==> src/rtl/result_readout_ctrl.sv <==
// Result readout controller.
//
// Streams a block of result words out of a synchronous-read result memory
// onto a valid/ready stream. A 2-entry output FIFO absorbs the one-cycle
// memory read latency, so the block sustains one word per cycle when the
// consumer never stalls.
//
// Ports
//   clk, rst_n    clock (rising edge), asynchronous active-low reset
//   start         one-cycle request to stream num_results words (IDLE only)
//   num_results   requested word count, clamped to MEM_SIZE, sampled with start
//   abort         cancel the transfer: flush the FIFO, drop in-flight data, no done
//   read_en       read strobe to the result memory
//   read_addr     read address, 0 for the first word of every transfer
//   result_in     memory read data, valid the cycle after read_en
//   m_data        stream data (FIFO head)
//   m_valid       stream valid (FIFO non-empty)
//   m_ready       stream accept from downstream
//   busy          high in READ and DRAIN
//   done          one-cycle pulse after the last word has been accepted
module result_readout_ctrl #(
   parameter int unsigned DATA_WIDTH = 8,
   parameter int unsigned ADDR_WIDTH = 4,
   parameter int unsigned MEM_SIZE   = 16
) (
   input  logic                  clk,
   input  logic                  rst_n,
   input  logic                  start,
   input  logic [ADDR_WIDTH:0]   num_results,
   input  logic                  abort,
   output logic                  read_en,
   output logic [ADDR_WIDTH-1:0] read_addr,
   input  logic [DATA_WIDTH-1:0] result_in,
   output logic [DATA_WIDTH-1:0] m_data,
   output logic                  m_valid,
   input  logic                  m_ready,
   output logic                  busy,
   output logic                  done
);

   localparam logic [ADDR_WIDTH:0] MemSizeC = (ADDR_WIDTH + 1)'(MEM_SIZE);
   localparam logic [ADDR_WIDTH:0] OneC     = (ADDR_WIDTH + 1)'(1);

   typedef enum logic [1:0] {StIdle, StRead, StDrain, StDone} state_e;

   state_e                state_q, state_d;
   logic [ADDR_WIDTH:0]   total_q, total_d;    // clamped word count of this transfer
   logic [ADDR_WIDTH:0]   issued_q, issued_d;  // reads issued so far, doubles as address
   logic                  inflight_q;          // a read was issued last cycle

   logic [DATA_WIDTH-1:0] fifo_q [2];
   logic                  wr_ptr_q, rd_ptr_q;
   logic [1:0]            count_q, count_d;

   logic                  push, pop, last_read;
   logic [2:0]            occ_after;

   // Stream side
   assign m_valid = (count_q != 2'd0);
   assign m_data  = fifo_q[rd_ptr_q];
   assign pop     = m_valid & m_ready;
   assign push    = inflight_q;
   assign count_d = count_q + {1'b0, push} - {1'b0, pop};

   // Occupancy the FIFO will have once the in-flight word lands and this
   // cycle's pop leaves; counting the pop is what allows back-to-back reads.
   assign occ_after = {1'b0, count_q} + {2'b0, inflight_q} - {2'b0, pop};

   assign read_en   = (state_q == StRead) && !abort && (occ_after < 3'd2);
   assign read_addr = issued_q[ADDR_WIDTH-1:0];
   assign last_read = read_en && ((issued_q + OneC) == total_q);

   assign busy = (state_q == StRead) || (state_q == StDrain);
   assign done = (state_q == StDone);

   always_comb begin
      state_d  = state_q;
      total_d  = total_q;
      issued_d = issued_q + {{ADDR_WIDTH{1'b0}}, read_en};
      unique case (state_q)
         StIdle: begin
            if (start) begin
               total_d  = (num_results > MemSizeC) ? MemSizeC : num_results;
               issued_d = '0;
               state_d  = (num_results == '0) ? StDone : StRead;
            end
         end
         StRead: begin
            if (last_read) state_d = StDrain;
         end
         StDrain: begin
            if (count_q == 2'd0 && !inflight_q) state_d = StDone;
         end
         StDone: begin
            issued_d = '0;
            state_d  = StIdle;
         end
         default: state_d = StIdle;
      endcase
      // Abort wins over everything, including a same-cycle start.
      if (abort) begin
         state_d  = StIdle;
         issued_d = '0;
      end
   end

   always_ff @(posedge clk or negedge rst_n) begin
      if (!rst_n) begin
         state_q  <= StIdle;
         total_q  <= '0;
         issued_q <= '0;
      end else begin
         state_q  <= state_d;
         total_q  <= total_d;
         issued_q <= issued_d;
      end
   end

   always_ff @(posedge clk or negedge rst_n) begin
      if (!rst_n) begin
         inflight_q <= 1'b0;
         wr_ptr_q   <= 1'b0;
         rd_ptr_q   <= 1'b0;
         count_q    <= 2'd0;
         for (int i = 0; i < 2; i++) fifo_q[i] <= '0;
      end else if (abort) begin
         // Flush: the returning read data, if any, is simply never captured.
         inflight_q <= 1'b0;
         wr_ptr_q   <= 1'b0;
         rd_ptr_q   <= 1'b0;
         count_q    <= 2'd0;
      end else begin
         inflight_q <= read_en;
         count_q    <= count_d;
         if (push) begin
            fifo_q[wr_ptr_q] <= result_in;
            wr_ptr_q         <= ~wr_ptr_q;
         end
         if (pop) rd_ptr_q <= ~rd_ptr_q;
      end
   end

endmodule

==> config.mk <==
export PLATFORM = sky130hd
export DESIGN_NAME = result_readout_ctrl
export DESIGN_NICKNAME = d
export VERILOG_FILES = /design/src/rtl/result_readout_ctrl.sv
export SDC_FILE = /design/constraint.sdc
export NUM_CORES = 1
export LEC_CHECK = 0
export ABC_AREA = 1
export BUFFER_PORTS_ARGS = -buffer_cell sky130_fd_sc_hd__clkbuf_2
export CAP_MARGIN = 20
export CORE_UTILIZATION = 55
export DETAILED_ROUTE_END_ITERATION = 10
export GPL_TIMING_DRIVEN = 0
export PLACE_DENSITY = 0.79
export SYNTH_ARGS = -nofsm -noshare
export SYNTH_HDL_FRONTEND = slang
export SYNTH_SLANG_ARGS = --single-unit
export TNS_END_PERCENT = 50
==> constraint.sdc <==
create_clock -name clk -period 3 [get_ports clk]
set_input_delay 0.3 -clock clk [delete_from_list [all_inputs] [get_ports clk]]
set_output_delay 0.3 -clock clk [all_outputs]
set_load 0.02 [all_outputs]
==> results of run 1 <==
==> registers in the layout, summed over array words and instances, names as in the netlist <==
register and count:
fifo_q 16, issued_q 5, total_q 5, count_q 2, state_q 2, inflight_q 1, rd_ptr_q 1, wr_ptr_q 1
==> report_power, final <==
part,internal (mW),switching [mW],total [mW],leakage [nW]
sequential,0.580,0.0827,0.662,0.438
clock,0.258,0.150,0.408,0.0552
combinational,0.269,0.482,0.751,0.713
total,1.11,0.715,1.82,1.21
==> layer usage <==
metal | track usage | up-vias | wire (um) | share of wire
met2 | 0.364 | 27 | 1580 | 0.48
met5 | 0 | - | 0 | 0
met4 | 0.0748 | 0 | 32 | 0.0098
met3 | 0.0699 | 4 | 148 | 0.045
met1 | 0.279 | 655 | 1510 | 0.46
li1 | - | 795 | - | -
==> final timing paths <==
check	slack, ns	startpoint	depth (start not counted)	end
max	0.21	count_q[1]	12	read_en
max in group asynchronous	2.48	rst_n	1	fifo_q[4]
min	0.03	rst_n	1	fifo_q[11]
min reg2reg	0.50	fifo_q[14]	2	fifo_q[14]
max reg2reg	0.23	count_q[1]	16	issued_q[4]
min in group clk	0.19	num_results[2]	3	total_q[2]
==> worst max-delay path, delay by kind of cell (launching register included) <==
family                   cells  cell delay (ns)
adder cells (fa/ha/maj)      3             0.93
AND/OR/NAND/NOR              4             0.40
flip-flops                   1             0.43
buffers and inverters        5             0.39
==> stage by stage <==
| stage | setup WS, ns | utilization | power [mW] | cell area, um^2 |
|---|---|---|---|---|
| 2_1_floorplan | 0.164 | - | 1.22 | 1800 |
| 5_1_grt | 0.00830 | 0.689 | 1.99 | 2120 |
| 6_report | 0.210 | 0.689 | 1.82 | 2120 |
| 3_3_place_gp | 0.257 | 0.656 | 1.41 | 2020 |
| 4_1_cts | 0.185 | 0.689 | 1.84 | 2120 |
| 3_5_place_dp | 0.255 | 0.656 | 1.43 | 2020 |
==> Yosys cell counts, drive strengths merged <==
| library cell | instances | area, um^2 |
|---|---|---|
| dfrtp | 33 | 826 |
| nor2 | 15 | 63.8 |
| clkbuf | 1 | 5.00 |
| inv | 40 | 150 |
| nand3 | 14 | 87.6 |
| o21bai | 1 | 11.3 |
| clkinv | 2 | 8.75 |
| ha | 9 | 113 |
| nand2 | 76 | 285 |
| o22ai | 4 | 25.0 |
| nor3 | 1 | 5.00 |
| buf | 7 | 47.6 |
| xnor2 | 1 | 8.76 |
| a21oi | 4 | 20.0 |
| xor2 | 2 | 17.5 |
| o21ai | 21 | 105 |
| fa | 1 | 20.0 |
==> cells by family after synthesis <==
kind of cell,Yosys count,synth area share
xor gates and xnor gates,3,0.0146
DFF,33,0.459
adders and majority gates,10,0.0737
and+or+nand+nor,106,0.245
AOI/OAI and AO/OA,30,0.0897
buffers and inverters,50,0.118
==> final cells by class <==
| class | count | area, um^2 |
|---|---|---|
| buffer | 8 | 52.6 |
| clock buffer | 5 | 37.5 |
| clock inverter | 3 | 65.1 |
| fill | 277 | 956 |
| inverter | 42 | 159 |
| multi-input combinational | 149 | 762 |
| sequential | 33 | 826 |
| tap | 44 | 55.1 |
| timing repair buffer | 33 | 165 |
==> flow_summary_export.csv, run 1 <==
group,metric,value,unit
die,floorplan.die.height,59.2,um
global_routing,grt_pass1_vias,1399,
timing,finalCritPeriodShare,0.930,
route,wl,3.27,mm
timing,rsz0062_at_grt,"false",
die,num_io_pins,34,
clocking,cts_buffers,5,
clocking,clock_latency,0.33,ns
setup_path,cp-start-kind,"flop",
setup_path,criticalPathCategory,"reg -> out",
setup_path,crit_required,2.70,ns
global_routing,grt_max_degree,34,
cells_and_area,nets,300,
clocking,cts_setup_buffers,0,
timing,tightestPinTransition,0.782,ns
setup_path,path_cells,"inv_2 > nand2_1 > nand2_1 > inv_1 > ha_1 > inv_1 > ha_1 > inv_1 > fa_1 > nand3_4 > nor2_4 > clkbuf_2",
die,dieWidth,59.2,um
power,power_density,858,nW/um^2
yosys,synthCells,232,
setup_path,cp_max_fo,3,
yosys,synthesis.area,1800,um^2
yosys,synth_warnings,0,
timing,setup_violations,0,
power,max-vdd-ir-drop,0.600,mV
yosys,yosysSeqAreaShare,0.459,
timing,fin_crit,2.79,ns
worst_hold_path,hold_class,"in -> async",
timing,hold_ws,0.0306,ns
yosys,ys_ff_latch,33,
place,dp_hpwl,2.45,mm
timing,tns,0,ns
cells_and_area,final_common_cell,"nand2_1",
clocking,ctsHoldBuffers,0,
route,viasPerCell,4.67,
timing,skew,0.00861,ns
clocking,cts_root_buf,"clkbuf_4",
global_routing,track_usage,0.223,
yosys,avgSynthCellArea,7.76,um^2
route,wl_per_cell,10.3,um
clocking,cts_tree,"yes",
route,drtAntennaViolNets,0,
power,leakagePower,1.21,nW
clocking,htree_levels,2,
die,core,3080,um^2
timing,clock.fmax,0.358,GHz
route,drt_iter0_markers,48,
yosys,synth.distinct_cells,24,
die,die_area,3500,um^2
clocking,path_clk_slew,0.10,ns
outcome,outcome,"finished, final reports clean",
clocking,cts.sinks,33,
timing,final_max_slew_viol_count,0,
cells_and_area,final_cell_mix,"nand2_1, inv_1, clkbuf_2",
timing,slew_headroom,0.479,
place,dp_cells,309,
clocking,cts.path.max_buffers,2,
setup_path,worstPathArrival,2.49,ns
global_routing,grt_overflow_total,0,
flow_run,cap_violations,0,
setup_path,max_stage_delay,0.55,ns
cells_and_area,drive_above_1_share,0.205,
setup_path,cpMostUsedCell,"inv_1",
route,num_vias,1481,
global_routing,grt_pass1_wl,5.73,mm
timing,hold_viol,0,
die,start_util,0.585,
cells_and_area,antenna_cells,0,
die,num_rows,20,
global_routing,antenna_found_initial,0,
cells_and_area,syn2layout_area_growth,17.9,%
cells_and_area,layout.cells.non_filler,317,
setup_path,end_kind,"output pin",
route,firstDrtPassIters,4,
yosys,syn_nets,260,
place,port_buffers,33,
place,place_congestion,0.799,
route,drcViolationCount,0,
setup_path,cp_slowest_cell,"fa_1",
clocking,post_cts_resized,0,
No activity file was read; power rests on OpenSTA's default activity.
==> run 2, diff against run 1 <==
Settings changed: MAX_ROUTING_LAYER from default to met4.
==> flow_summary_export.csv, run 2 (synthesis gave the netlist of run 1 again) <==
group,metric,value,unit
outcome,outcome,"finished, final reports clean",
clocking,cts_setup_buffers,0,
timing,hold_viol,0,
route,viasPerCell,4.66,
place,dp_hpwl,2.45,mm
clocking,post_cts_resized,0,
die,num_io_pins,34,
setup_path,worstPathArrival,2.49,ns
global_routing,grt_pass1_vias,1399,
route,wl_per_cell,10.3,um
die,die_area,3500,um^2
setup_path,criticalPathCategory,"reg -> out",
timing,finalCritPeriodShare,0.931,
route,wl,3.28,mm
clocking,ctsHoldBuffers,0,
cells_and_area,final_cell_mix,"nand2_1, inv_1, clkbuf_2",
timing,tns,0,ns
global_routing,grt_pass1_wl,5.73,mm
global_routing,track_usage,0.230,
global_routing,antenna_found_initial,0,
route,drcViolationCount,0,
cells_and_area,final_common_cell,"nand2_1",
cells_and_area,drive_above_1_share,0.205,
clocking,cts_root_buf,"clkbuf_4",
timing,clock.fmax,0.358,GHz
place,place_congestion,0.810,
clocking,cts.sinks,33,
cells_and_area,multiInputGateArea,762,um^2
die,floorplan.die.height,59.2,um
die,core,3080,um^2
route,drt_iter0_markers,45,
timing,final_max_slew_viol_count,0,
clocking,path_clk_slew,0.10,ns
place,port_buffers,33,
worst_hold_path,hold_class,"in -> async",
timing,tightestPinTransition,0.782,ns
power,max-vdd-ir-drop,0.602,mV
setup_path,cp-start-kind,"flop",
setup_path,crit_required,2.70,ns
cells_and_area,largest_register,"fifo_q",
timing,hold_ws,0.0250,ns
cells_and_area,nets,300,
timing,skew,0.00855,ns
setup_path,r2r_cells,16,
cells_and_area,nFillCells,277,
route,drtAntennaViolNets,0,
power,power_density,859,nW/um^2
flow_run,cap_violations,0,
cells_and_area,largest_reg_flops,16,
timing,slew_headroom,0.479,
die,dieWidth,59.2,um
timing,setup_violations,0,
route,firstDrtPassIters,4,
route,num_vias,1476,
clocking,htree_levels,2,
setup_path,cp_max_fo,3,
die,start_util,0.585,
cells_and_area,antenna_cells,0,
timing,fin_ws,0.206,ns
cells_and_area,seq_area,826,um^2
timing,rsz0062_at_grt,"false",
power,leakagePower,1.21,nW
timing,fin_crit,2.79,ns
place,pre_cts_ws,0.255,ns
setup_path,end_kind,"output pin",
cells_and_area,syn2layout_area_growth,17.9,%
clocking,clock_latency,0.34,ns
clocking,cts_tree,"yes",
cells_and_area,reg_top3,"fifo_q (16), issued_q (5), total_q (5)",
global_routing,grt_overflow_total,0,
clocking,cts.path.max_buffers,2,
clocking,cts_buffers,5,
die,num_rows,20,
global_routing,grt_max_degree,34,
-- run 2: cell counts in the layout (fill, tap and decap cells not counted) --
Identical to the previous run, type by type.
-- run 2: critical path: stages (launching register included) --
cell,delay [ns]
dfrtp_1,0.43
inv_2,0.07
nand2_1,0.07
nand2_1,0.10
inv_1,0.05
ha_1,0.26
inv_1,0.05
ha_1,0.12
inv_1,0.04
fa_1,0.55
nand3_4,0.10
nor2_4,0.13
clkbuf_2,0.18
-- run 2: path summary, 6_finish.rpt --
check / end / start / slack (ns)
min in group clk: total_q[2] / num_results[2] / 0.19
hold reg to reg: fifo_q[14] / fifo_q[14] / 0.49
hold / removal: fifo_q[11] / rst_n / 0.02
setup reg to reg: issued_q[4] / count_q[1] / 0.24
max in group asynchronous: fifo_q[4] / rst_n / 2.48
setup / recovery: read_en / count_q[1] / 0.21
-- run 2: cell type report --
type	instances	area share
inverters	42	0.0749
flip-flops and latches	33	0.389
clock inverters	3	0.0307
multi-input cells	149	0.359
clock buffers	5	0.0177
repair buffers	33	0.0778
plain buffers	8	0.0248
well taps	44	0.0259
-- run 2: routing by layer --
| metal | up-vias | track usage | wire length [um] |
|---|---|---|---|
| met5 | - | - | 0 |
| met3 | 4 | 0.0699 | 162 |
| met4 | 0 | 0.0748 | 41 |
| met1 | 651 | 0.279 | 1500 |
| li1 | 795 | - | - |
| met2 | 26 | 0.364 | 1580 |
-- run 2: per-stage QoR --
| stage | util | area (um^2) | instances | power [mW] |
|---|---|---|---|---|
| final | 0.689 | 2120 | 317 | 1.82 |
| after global routing | 0.689 | 2120 | 317 | 1.99 |
| after CTS | 0.689 | 2120 | 317 | 1.84 |
| after detailed placement | 0.656 | 2020 | 309 | 1.43 |
| after global placement | 0.656 | 2020 | 309 | 1.41 |
| after floorplan | - | 1800 | 232 | 1.22 |
-- run 2: power breakdown --
| group | total, mW | switching, mW | internal [mW] |
|---|---|---|---|
| Sequential | 0.663 | 0.0830 | 0.580 |
| Combinational | 0.751 | 0.482 | 0.269 |
| Clock | 0.410 | 0.152 | 0.258 |
| Total | 1.82 | 0.717 | 1.11 |
==> run 3, diff against run 2 <==
Settings changed: CELL_PAD_IN_SITES_DETAIL_PLACEMENT from default to 1, CELL_PAD_IN_SITES_GLOBAL_PLACEMENT from default to 1, CORE_UTILIZATION 55 to 40, PLACE_DENSITY 0.79 to default, PLACE_DENSITY_LB_ADDON from default to 0.1.
==> flow_summary_export.csv, run 3 (synthesis gave the netlist of run 1 again) <==
group,metric,value,unit
outcome,outcome,"finished, final reports clean",
cells_and_area,nets,303,
setup_path,criticalPathCategory,"reg -> out",
power,max-vdd-ir-drop,0.425,mV
clocking,cts_root_buf,"clkbuf_8",
die,num_rows,24,
cells_and_area,nFillCells,566,
setup_path,critical_path.startpoint,"count_q[1]",
setup_path,reg2reg_to,"issued_q[4]",
cells_and_area,final_cell_mix,"nand2_1, inv_1, clkbuf_2",
clocking,ctsHoldBuffers,0,
global_routing,track_usage,0.189,
die,floorplan.die.height,69.1,um
route,drt_iter0_markers,34,
global_routing,use_met3,0.0439,
timing,clock.fmax,0.348,GHz
setup_path,regToRegStartpoint,"count_q[1]",
clocking,cts.sinks,33,
global_routing,grt_util_met1,0.228,
global_routing,grt_pass1_wl,7.01,mm
clocking,cts_tree,"yes",
timing,finalCritPeriodShare,0.957,
route,wl_per_cell,12.2,um
timing,setup_violations,0,
cells_and_area,largest_reg_flops,16,
die,core,4320,um^2
timing,tightestPinTransition,0.849,ns
setup_path,cp_max_fo,3,
timing,slew_headroom,0.434,
die,start_util,0.416,
cells_and_area,final_common_cell,"nand2_1",
global_routing,antenna_found_initial,0,
power,power_density,878,nW/um^2
clocking,clock_latency,0.28,ns
place,place_congestion,0.717,
place,dp_hpwl,3.01,mm
die,dieWidth,69.1,um
setup_path,end_kind,"output pin",
cells_and_area,syn2layout_area_growth,21.8,%
setup_path,r2r_cells,16,
clocking,htree_levels,2,
route,firstDrtPassIters,4,
setup_path,cp-start-kind,"flop",
route,drcViolationCount,0,
timing,hold_viol,0,
global_routing,gr-max-usage-layer,"met2",
timing,final_max_slew_viol_count,0,
timing,fin_crit,2.87,ns
place,port_buffers,33,
global_routing,grt_max_degree,34,
route,drtAntennaViolNets,0,
die,num_io_pins,34,
cells_and_area,antenna_cells,0,
setup_path,worstPathArrival,2.57,ns
cells_and_area,multiInputGateArea,785,um^2
route,viasPerCell,4.81,
clocking,cts_buffers,5,
timing,fin_ws,0.129,ns
route,num_vias,1577,
global_routing,grt_pass1_vias,1605,
die,die_area,4770,um^2
setup_path,r2r_setup_slack,0.20,ns
setup_path,endpoint,"read_en",
cells_and_area,reg_top3,"fifo_q (16), issued_q (5), total_q (5)",
worst_hold_path,hold_class,"in -> async",
setup_path,crit_required,2.70,ns
cells_and_area,drive_above_1_share,0.228,
global_routing,globalRouteMet2Util,0.321,
timing,tns,0,ns
clocking,cts.path.max_buffers,2,
route,wl,4.02,mm
global_routing,grt_overflow_total,0,
flow_run,cap_violations,0,
place,pre_cts_ws,0.0883,ns
clocking,path_clk_slew,0.07,ns
cells_and_area,largest_register,"fifo_q",
cells_and_area,seq_area,826,um^2
timing,skew,0.0113,ns
power,leakagePower,1.22,nW
-- run 3: report_power, final --
part,switching [mW],internal (mW)
clock network,0.163,0.271
registers,0.0881,0.581
logic,0.517,0.303
total,0.768,1.16
-- run 3: how the worst min path moves through the flow --
stage / startpoint / endpoint / slack, ns / depth (start not counted)
finish: rst_n / fifo_q[11] / 0.12 / 1
global route: rst_n / fifo_q[4] / 0.19 / 1
CTS: rst_n / fifo_q[15] / 0.14 / 1
detailed placement: rst_n / fifo_q[11] / 0.44 / 1
global placement: rst_n / fifo_q[3] / 0.44 / 1
floorplan: rst_n / count_q[0] / 0.004 / 0
-- run 3: area by class of cell --
type | count | area share
Sequential cell | 33 | 0.377
Clock buffer | 7 | 0.0394
Multi-Input combinational cell | 149 | 0.358
Timing Repair Buffer | 36 | 0.0857
Inverter | 42 | 0.0725
Tap cell | 52 | 0.0297
Buffer | 8 | 0.0240
Clock inverter | 1 | 0.0137
-- run 3: layer usage --
layer / vias up / share of wire / wire length (um)
met1: 754 / 0.46 / 1830
met5: - / 0 / 0
li1: 797 / - / -
met4: 0 / 0.010 / 42
met3: 5 / 0.030 / 120
met2: 21 / 0.50 / 2020
-- run 3: stage by stage --
step	area, um^2	utilization	total power [mW]	std cells	hold WS, ns
2_1_floorplan	1800	-	1.22	232	0.00441
3_3_place_gp	2030	0.469	1.43	317	0.445
3_5_place_dp	2030	0.469	1.46	317	0.444
4_1_cts	2150	0.496	1.90	325	0.137
5_1_grt	2190	0.507	2.08	328	0.191
6_report	2190	0.507	1.92	328	0.116
-- run 3: repair_timing --
| action | in CTS | in global routing |
|---|---|---|
| hold endpoints to repair | 0 | 0 |
| buffers inserted | 0 | 3 |
| resized for setup | 0 | 6 |
| endpoints found under the setup margin | 0 | 2 |
-- run 3: worst max-delay path: stages (launching register included) --
cell	delay, ns
dfrtp_1	0.43
inv_2	0.09
nand2_2	0.07
nand2_2	0.09
inv_1	0.04
ha_1	0.26
inv_1	0.05
ha_1	0.13
inv_1	0.05
fa_2	0.57
nand3_4	0.09
nor2_4	0.14
buf_4	0.13
clkbuf_2	0.15
